### src/rtl/fa_serial_adder_ctrl_pkg.sv
// Shared encodings for the bit-serial add/subtract controller.
// Both the FSM state values and the add/sub opcode live here.
package fa_serial_adder_ctrl_pkg;

    typedef enum logic [1:0] {
        IDLE = 2'd0,
        RUN  = 2'd1,
        DONE = 2'd2
    } state_t;

    localparam logic OP_ADD = 1'b0;
    localparam logic OP_SUB = 1'b1;

endpackage

### src/rtl/fa_serial_adder_ctrl_fa.sv
// Full-adder cell built only from two-input NAND gates.
// This single cell is time-shared across every bit of the serial adder.
module FA_Universal_Structural (
    input  logic a,
    input  logic b,
    input  logic cin,
    output logic sum,
    output logic cout
);

    logic n1, n2, n3, axb, n4, n5, n6;

    // Two NAND-based XOR stages give the sum; the carry reuses n1 and n4.
    assign n1   = ~(a & b);
    assign n2   = ~(a & n1);
    assign n3   = ~(b & n1);
    assign axb  = ~(n2 & n3);
    assign n4   = ~(axb & cin);
    assign n5   = ~(axb & n4);
    assign n6   = ~(cin & n4);
    assign sum  = ~(n5 & n6);
    assign cout = ~(n1 & n4);

endmodule

### src/rtl/fa_serial_adder_ctrl.sv
// Bit-serial add/subtract controller: one full-adder cell processes one bit per clock,
// LSB first, between a valid/ready requester and a valid/ready consumer.
module fa_serial_adder_ctrl
    import fa_serial_adder_ctrl_pkg::*;
#(
    parameter int WIDTH = 8
) (
    input  logic             clk,
    input  logic             rst,
    input  logic             start,
    output logic             in_ready,
    input  logic [WIDTH-1:0] a,
    input  logic [WIDTH-1:0] b,
    input  logic             sub,
    output logic [WIDTH-1:0] sum,
    output logic             cout,
    output logic             overflow,
    output logic             out_valid,
    input  logic             out_ready
);

    localparam int CW = $clog2(WIDTH + 1);
    localparam logic [CW-1:0] LAST_BIT = CW'(WIDTH - 1);

    state_t            state;
    logic [WIDTH-1:0]  a_sh;
    logic [WIDTH-1:0]  b_sh;
    logic              carry_q;
    logic [CW-1:0]     cnt;
    logic              fa_sum;
    logic              fa_cout;
    logic [WIDTH-1:0]  sum_next;

    FA_Universal_Structural u_fa (
        .a    (a_sh[0]),
        .b    (b_sh[0]),
        .cin  (carry_q),
        .sum  (fa_sum),
        .cout (fa_cout)
    );

    // New result bits enter at the MSB so the LSB-first stream lands in place after WIDTH shifts.
    always_comb begin
        sum_next            = sum >> 1;
        sum_next[WIDTH-1]   = fa_sum;
    end

    always_ff @(posedge clk) begin
        if (rst) begin
            state     <= IDLE;
            a_sh      <= '0;
            b_sh      <= '0;
            carry_q   <= 1'b0;
            cnt       <= '0;
            sum       <= '0;
            cout      <= 1'b0;
            overflow  <= 1'b0;
            out_valid <= 1'b0;
            in_ready  <= 1'b1;
        end else begin
            case (state)
                IDLE: begin
                    if (start) begin
                        // Subtraction is A + ~B + 1: invert B and seed the carry with 1.
                        a_sh     <= a;
                        b_sh     <= (sub == OP_SUB) ? ~b : b;
                        carry_q  <= (sub == OP_SUB);
                        cnt      <= '0;
                        sum      <= '0;
                        in_ready <= 1'b0;
                        state    <= RUN;
                    end
                end
                RUN: begin
                    a_sh    <= a_sh >> 1;
                    b_sh    <= b_sh >> 1;
                    sum     <= sum_next;
                    carry_q <= fa_cout;
                    cnt     <= cnt + CW'(1);
                    if (cnt == LAST_BIT) begin
                        overflow  <= carry_q ^ fa_cout;
                        cout      <= fa_cout;
                        out_valid <= 1'b1;
                        state     <= DONE;
                    end
                end
                DONE: begin
                    if (out_ready) begin
                        out_valid <= 1'b0;
                        in_ready  <= 1'b1;
                        state     <= IDLE;
                    end
                end
                default: begin
                    state <= IDLE;
                end
            endcase
        end
    end

endmodule

### config.mk
export PLATFORM = sky130hd
export DESIGN_NAME = fa_serial_adder_ctrl
export DESIGN_NICKNAME = d
export VERILOG_FILES = /design/src/rtl/fa_serial_adder_ctrl_pkg.sv /design/src/rtl/fa_serial_adder_ctrl_fa.sv /design/src/rtl/fa_serial_adder_ctrl.sv
export SDC_FILE = /design/constraint.sdc
export NUM_CORES = 1
export LEC_CHECK = 0
export ABC_AREA = 1
export CAP_MARGIN = 40
export CORE_MARGIN = 5
export CORE_UTILIZATION = 40
export CTS_CLUSTER_SIZE = 40
export DETAILED_ROUTE_END_ITERATION = 10
export PLACE_DENSITY = 0.64
export SYNTH_ARGS = -nofsm -noshare
export SYNTH_HDL_FRONTEND = slang
export SYNTH_SLANG_ARGS = --single-unit
### constraint.sdc
create_clock -name clk -period 2.7 [get_ports clk]
set_input_delay 0.27 -clock clk [delete_from_list [all_inputs] [get_ports clk]]
set_output_delay 0.27 -clock clk [all_outputs]
set_load 0.005 [all_outputs]
# Yosys cells after proc, flatten, opt, wreduce, memory -nomap -nowiden
# Index checks and enable logic that the tools add are counted.
# op_classes
n_addsub	1
multipliers	0
div_mod_pow	0
order_cmp	0
eq_ne	6
shift	0
mux	21
n_bitwise	20
reduce_logical	9
# op_table
operator	count
one-hot mux 8 bit (2 select lines)	3
2-to-1 mux 8 bit	4
bitwise AND 1 bit	9
inverter 1 bit	9
AND reduction 3 bit	3
inverter 8 bit	1
one-hot mux 4 bit (2 select lines)	1
2-to-1 mux 2 bit	3
inequality test 2 bit (second input constant)	3
one-hot mux 1 bit (2 select lines)	3
one-hot mux 2 bit (3 select lines)	1
nonzero test 2 bit	3
2-to-1 mux 1 bit	5
adder 4 x 1 -> 4 bit (second input constant)	1
equality test 4 x 3 -> 1 bit (second input constant)	1
2-to-1 mux 4 bit	1
AND reduction 2 bit	2
equality test 2 x 1 -> 1 bit (second input constant)	1
equality test 2 bit (second input constant)	1
logical NOT 2 bit	1
bitwise XOR 1 bit	1
# totals
reg_bits	35
latchBits	0
ram_bits	0
mem_bits_ro	0
input_bits	21
word_cells	67
mem_count	0

# Longest topological paths before layout
# Gate-level depths: netlist of run 1.
# depth
ltp_word	13
depth_mapped	8

# Cells and area by module
# From an unflattened synthesis of run 1, not the netlist that was laid out.
# unflattened
hier_cells	254
hier_area_um2	1686.6
# by_module_without_submodules
mod	instances	cells_per_inst	area_each_um2	seq_area_each_um2
fa_serial_adder_ctrl	1	253	1666.6	700.7
FA_Universal_Structural	1	1	20.0	0.0

# Worst setup path before layout of run 1
# No wires, ideal clock.
# synth_path
path_type	reg2reg
startpoint	register carry_q
endpoint	register sum[7]
t_arrival_ns	1.222
required_time_ns	2.630
path_slack_ns	1.408
path_stages_with_launch	5
n_path_buf	0
period_less_slack_ns	1.292
path_cell_list	dfxtp_1 inv_1 fa_1 or2_2 a21oi_1
# synth_via
elab_chain_cells	7
word_cells_on_any_way	9
cone_classes	1 x mux; 8 x bitwise
# synth_rtl
item	line_no	rtl
start, declared	fa_serial_adder_ctrl.sv:28	logic carry_q;
start signal, assigned	fa_serial_adder_ctrl.sv:67	carry_q <= (sub == OP_SUB);
start signal, assigned	fa_serial_adder_ctrl.sv:78	carry_q <= fa_cout;
bitwise AND 1 bit	fa_serial_adder_ctrl_fa.sv:18	assign n4 = ~(axb & cin);
inverter 1 bit	fa_serial_adder_ctrl_fa.sv:18	
bitwise AND 1 bit, on equally long branches	fa_serial_adder_ctrl_fa.sv:19, fa_serial_adder_ctrl_fa.sv:20	
inverter 1 bit, on equally long branches	fa_serial_adder_ctrl_fa.sv:19, fa_serial_adder_ctrl_fa.sv:20	
bitwise AND 1 bit *	fa_serial_adder_ctrl_fa.sv:21	assign sum = ~(n5 & n6);
inverter 1 bit *	fa_serial_adder_ctrl_fa.sv:21	
one-hot mux 8 bit (2 select lines) *	fa_serial_adder_ctrl.sv:61	case (state)
end signal, assigned	fa_serial_adder_ctrl.sv:77	sum <= sum_next;
end, declared	fa_serial_adder_ctrl.sv:15	output logic [WIDTH-1:0] sum,
# Every way passes the cells marked *; elsewhere a longest branch is shown, timed or not.
# A chain may end at the register's enable or synchronous reset.

# Worst setup path after layout of run 1
# layout_path
startpoint	input port start
endpoint	register b_sh[2]
# layout_via
elab_chain_cells	2
# layout_rtl
item	line_no	rtl
start, declared	fa_serial_adder_ctrl.sv:10	input logic start,
inequality test 2 bit (no source line)	n/a	
AND reduction 2 bit (no source line)	n/a	
end signal, assigned	fa_serial_adder_ctrl.sv:66	b_sh <= (sub == OP_SUB) ? ~b : b;
end signal, assigned	fa_serial_adder_ctrl.sv:76	b_sh <= b_sh >> 1;
end, declared	fa_serial_adder_ctrl.sv:27	logic [WIDTH-1:0] b_sh;
# No other way between the ends.

==> impl_metrics.env, run 1 <==
export IMPL_drtPass1Iterations=5
export IMPL_end_kind="flip-flop"
export IMPL_finalHoldViolations=0
export IMPL_final_setup_skew_ns=0.00787
export IMPL_syn_num_nets=280
export IMPL_cts_clk_slew_worst_paths_ns=0.07
export IMPL_fin_setup_tns_ns=0
export IMPL_report_final_slew_viol_count=0
export IMPL_fin_crit_sh=0.651
export IMPL_cts_resized=0
export IMPL_critPathMaxFanout=15
export IMPL_rr_worst_depth=4
export IMPL_synth_adder_area_share=0.0194
export IMPL_num_antenna_cells=0
export IMPL_synth_mux_area_frac=0
export IMPL_fill_cells=405
export IMPL_yosys_area_share_xor_xnor=0.0104
export IMPL_synth_compound_gate_area_share=0.0633
export IMPL_ant_nets=0
export IMPL_num_vias=1623
export IMPL_rows=23
export IMPL_drive_above_1_share=0.0588
export IMPL_setup_ws_ns=0.943
export IMPL_period_minus_slack_ns=1.76
export IMPL_htreeDepth=2
export IMPL_place_congestion=0.778
export IMPL_synth_most_common_cell="nand2_1"
export IMPL_gr_total_overflow=0
export IMPL_r2r_setup_slack_ns=1.07
export IMPL_status="completed"
export IMPL_dpl_cell_area_mm2=0.00203
export IMPL_crit_family="simple AND/OR/NAND/NOR gates"
export IMPL_core_area_mm2=0.00403
export IMPL_cts_buffer_depth=2
export IMPL_cts_made_buffers=5
export IMPL_holdPathEnd="in_ready"
export IMPL_via_per_inst=4.79
export IMPL_worstMarginPinSlew_ns=0.534
export IMPL_antenna_found_initial=0
export IMPL_synth_top_family_by_area="simple AND/OR/NAND/NOR gates"
export IMPL_hold_path_depth=2
export IMPL_ys_flop_type="dfxtp_1"
export IMPL_syn_inst=257
export IMPL_dp_slack_ns=0.657
export IMPL_crit_top_cell="nand2_1"
export IMPL_dieHeight_um=74.8
export IMPL_leakage_nw=0.965
export IMPL_r2r_start="state[0]"
export IMPL_startpoint_type="input pin"
export IMPL_powerDensity_mw_per_mm2=518
export IMPL_critPathSlowestCell="clkdlybuf4s50_1"
export IMPL_synthDominantCellAreaShare=0.417
export IMPL_finalWirelength_mm=3.80
export IMPL_clock_sinks=35
export IMPL_syn_to_final_growth_pct=26.4
export IMPL_synth_area_mm2=0.00168
export IMPL_drt_initial_drc_count=103
export IMPL_wl_per_cell_um=11.2
export IMPL_dp_hpwl_mm=2.67
export IMPL_synth_area_top_cells="dfxtp_1 42%, nand2_1 19%, nand3_1 12%"
export IMPL_grtUsageTotal=0.154
export IMPL_fin_util=0.527
export IMPL_fin_nets=312
export IMPL_fin_hold_ws_ns=0.455
export IMPL_cp_depth=7
export IMPL_rr_endpoint="sum[7]"
export IMPL_path_cells="clkdlybuf4s50_1 -> nand2_1 -> nor2_2 -> nand2_1 -> nand3_1 -> nand2_1 -> inv_1"
export IMPL_insertion_delay_ns=0.29
export IMPL_cts_tree="done"
export IMPL_fin_cells=339
export IMPL_synth_top_cell_by_area="dfxtp_1"
export IMPL_timing_max_slew_rel_slack=0.643
export IMPL_hp_start="in_ready"
export IMPL_grt_start_max_net_pins=22
export IMPL_cpPeakStageDelay_ns=0.67
export IMPL_cts_root_buffer="clkbuf_8"
export IMPL_grt_pass1_wl_mm=6.59
export IMPL_dp_cells=332
export IMPL_cp_num_buf_inv=2
export IMPL_async_flop_share=0
export IMPL_start_util=0.417
export IMPL_fin_area_mm2=0.00212
export IMPL_die_area_mm2=0.00559
export IMPL_setup_viol=0
export IMPL_ys_warn_count=0
export IMPL_post_cts_buffers=0
export IMPL_num_io_pins=33
export IMPL_fmax_mhz=569
export IMPL_cap_viol_max_count=0
export IMPL_critPathKind="in -> reg"
export IMPL_grt_pass1_vias=1475
export IMPL_avgSynthCellArea_um2=6.53
export IMPL_total_power_mw=1.10
export IMPL_synth_edf_count=0
export IMPL_synth_distinct_cells=20
export IMPL_port_buffers=32
export IMPL_drc=0
export IMPL_synth_simple_gate_area_frac=0.384
export IMPL_seq_area_frac_synth=0.417
export IMPL_synth_common_cells="84 x nand2_1, 41 x nand3_1, 35 x dfxtp_1, 28 x inv_1, 26 x nor2_1"
export IMPL_synth_seq_cells=35
export IMPL_required_ns=2.93
export IMPL_rsz0062_at_grt="no"
export IMPL_hp_class="reg -> reg"
export IMPL_die_x_um=74.8
export IMPL_cp_data_arrival_time_ns=1.99
export IMPL_peakVddDrop_v=0.000307
export IMPL_ctsHoldBuffers=0
-- cell usage in the layout, fill, tap and decap left out --
| master | instances |
|---|---|
| dfxtp_1 | 35 |
| ha_1 | 1 |
| xor2_1 | 2 |
| nand2_1 | 84 |
| fa_1 | 1 |
| clkdlybuf4s50_1 | 32 |
| o21ai_0 | 4 |
| clkinv_2 | 1 |
| nor2_2 | 2 |
| inv_1 | 28 |
| clkbuf_8 | 6 |
| nand3b_1 | 1 |
| buf_4 | 5 |
| a21oi_1 | 16 |
| a31oi_1 | 1 |
| nor2_1 | 26 |
| inv_2 | 2 |
| or2_2 | 1 |
| nand3_1 | 41 |
-- flip-flops by register name, indices dropped and copies added, names as in the netlist --
signal and flops:
a_sh 8, out_valid 1, cout 1, b_sh 8, state 2, overflow 1
carry_q 1, cnt 4, sum 8, in_ready 1
-- power by group --
group          leakage, nW  internal [mW]  switching (mW)
logic                0.632         0.0706          0.0914
registers            0.285          0.539          0.0147
clock network       0.0470          0.200           0.183
total                0.965          0.809           0.289
-- worst max path at each step --
stage          startpoint  endpoint
3_5_place_dp        start   b_sh[3]
3_3_place_gp        start   b_sh[3]
4_1_cts             start   b_sh[3]
2_1_floorplan     carry_q    sum[7]
6_report            start   b_sh[2]
5_1_grt             start   b_sh[3]
-- routing by layer --
layer,track usage,part of all wire,vias to the layer above
li1,-,-,862
met1,0.195,0.48,724
met2,0.247,0.47,35
met3,0.0521,0.049,2
met4,0.0534,0.0061,0
met5,0,0,-
-- final cells by class --
type | instances | area [um2] | area share
flip-flops and latches | 35 | 701 | 0.330
inverters | 30 | 113 | 0.0531
well taps | 50 | 62.6 | 0.0295
clock buffers | 6 | 82.6 | 0.0389
repair buffers | 37 | 358 | 0.169
multi-input cells | 180 | 801 | 0.377
clock inverters | 1 | 5.00 | 0.00236
-- kinds of logic after synthesis --
logic type,Yosys count
xor gates and xnor gates,2
AOI/OAI and AO/OA,21
adders and majority gates,2
DFF,35
and+or+nand+nor,155
buffers and inverters,42
-- worst min-delay path, delay by kind of cell (launching register included) --
kind             cells  cell delay [ns]
flip-flops           1             0.31
AND/OR/NAND/NOR      2             0.10
(Power assumes the default switching activity.)
==> run 2, diff against run 1 <==
clock period = 1.75 ns   (was 2.7 ns; I/O delays follow)
==> run 2 against run 1 <==
Effect of this change:
- global-route usage shrank 0.38 points
- hold slack worse by 0.0048 ns
- sequential share of layout area down 1.0 points
- critical endpoint is now sum[7]
- largest cell class unchanged
==> impl_metrics.env, run 2 (synthesis results as in run 1) <==
export IMPL_powerDensity_mw_per_mm2=858
export IMPL_drive_above_1_share=0.0780
export IMPL_rsz0062_at_grt="no"
export IMPL_fin_crit_sh=0.812
export IMPL_clock_sinks=35
export IMPL_grt_start_max_net_pins=22
export IMPL_leakage_nw=1.00
export IMPL_rr_worst_depth=4
export IMPL_gr_total_overflow=0
export IMPL_hold_path_depth=3
export IMPL_finalWirelength_mm=3.87
export IMPL_r2r_start="carry_q"
export IMPL_critPathKind="reg -> reg"
export IMPL_cts_tree="done"
export IMPL_worstMarginPinSlew_ns=0.454
export IMPL_drt_initial_drc_count=108
export IMPL_die_area_mm2=0.00559
export IMPL_fmax_mhz=704
export IMPL_setup_viol=0
export IMPL_cts_resized=0
export IMPL_cts_made_buffers=5
export IMPL_cts_root_buffer="clkbuf_8"
export IMPL_ant_nets=0
export IMPL_syn_to_final_growth_pct=30.4
export IMPL_core_area_mm2=0.00403
export IMPL_worstSetupStartpoint="carry_q"
export IMPL_grt_pass1_vias=1481
export IMPL_insertion_delay_ns=0.29
export IMPL_dp_hpwl_mm=2.74
export IMPL_drc=0
export IMPL_grtUsageTotal=0.150
export IMPL_cts_buffer_depth=2
export IMPL_place_congestion=0.776
export IMPL_fin_nets=317
export IMPL_grt_pass1_wl_mm=6.44
export IMPL_port_buffers=32
export IMPL_drtPass1Iterations=4
export IMPL_cpPeakStageDelay_ns=0.49
export IMPL_status="completed"
export IMPL_end_kind="flip-flop"
export IMPL_rows=23
export IMPL_hp_start="a[7]"
export IMPL_antenna_found_initial=0
export IMPL_num_antenna_cells=0
export IMPL_layout_common_cells="84 x nand2_1, 41 x nand3_1, 35 x dfxtp_1"
export IMPL_peakVddDrop_v=0.000533
export IMPL_total_power_mw=1.88
export IMPL_period_minus_slack_ns=1.42
export IMPL_reg_top3="a_sh: 8 flops, b_sh: 8 flops, sum: 8 flops"
export IMPL_critPathSlowestCell="fa_1"
export IMPL_path_cells="inv_1 -> fa_1 -> or2_2 -> a21oi_1"
export IMPL_dieHeight_um=74.8
export IMPL_via_per_inst=4.76
export IMPL_required_ns=1.98
export IMPL_num_io_pins=33
export IMPL_final_common_cell="nand2_1"
export IMPL_cp_data_arrival_time_ns=1.65
export IMPL_finalHoldViolations=0
export IMPL_die_x_um=74.8
export IMPL_htreeDepth=2
export IMPL_final_setup_skew_ns=0.00877
export IMPL_num_vias=1642
export IMPL_post_cts_buffers=0
export IMPL_fin_setup_tns_ns=0
export IMPL_hp_class="in -> reg"
export IMPL_startpoint_type="flip-flop"
export IMPL_timing_max_slew_rel_slack=0.697
export IMPL_critPathMaxFanout=2
export IMPL_start_util=0.417
export IMPL_wl_per_cell_um=11.2
export IMPL_ctsHoldBuffers=0
export IMPL_report_final_slew_viol_count=0
export IMPL_cts_clk_slew_worst_paths_ns=0.08
export IMPL_cap_viol_max_count=0
[run 2: per-stage QoR]
stage / instances / setup WS (ns) / util / cell area [um2] / hold WS [ns]
detailed placement: 337 / 0.251 / 0.514 / 2070 / 0.447
finish: 345 / 0.330 / 0.543 / 2190 / 0.450
floorplan: 257 / 0.458 / - / 1680 / 0.276
global placement: 337 / 0.275 / 0.514 / 2070 / 0.439
global route: 345 / 0.252 / 0.543 / 2190 / 0.485
CTS: 345 / 0.325 / 0.543 / 2190 / 0.449
[run 2: per-layer routing]
metal / vias up / GRT usage / share of wire
met5: - / 0 / 0
met4: 0 / 0.0613 / 0.016
met3: 7 / 0.0387 / 0.041
met2: 24 / 0.237 / 0.45
met1: 737 / 0.197 / 0.49
li1: 874 / - / -
[run 2: final timing paths]
check	endpoint	slack, ns
setup reg to reg	sum[7]	0.33
setup / recovery	sum[7]	0.33
hold reg to reg	in_ready	0.46
hold / removal	a_sh[7]	0.45
[run 2: power breakdown]
group,switching [mW],internal (mW)
registers,0.0216,0.831
clock network,0.302,0.461
logic,0.145,0.119
total,0.468,1.41
[run 2: area by class of cell]
cell class              instances  area (um2)
multi-input cells             180         801
inverters                      30         113
fillers                       416        1840
clock inverters                 2        35.0
flip-flops and latches         35         701
clock buffers                   6        82.6
repair buffers                 42         395
well taps                      50        62.6
[run 2: worst max-delay path: cells and delay by family (launching register included)]
kind / cells / cell delay (ns)
buffers and inverters: 1 / 0.09
DFF: 1 / 0.36
adders and majority gates: 1 / 0.49
AOI/OAI and AO/OA: 1 / 0.11
and+or+nand+nor: 1 / 0.30
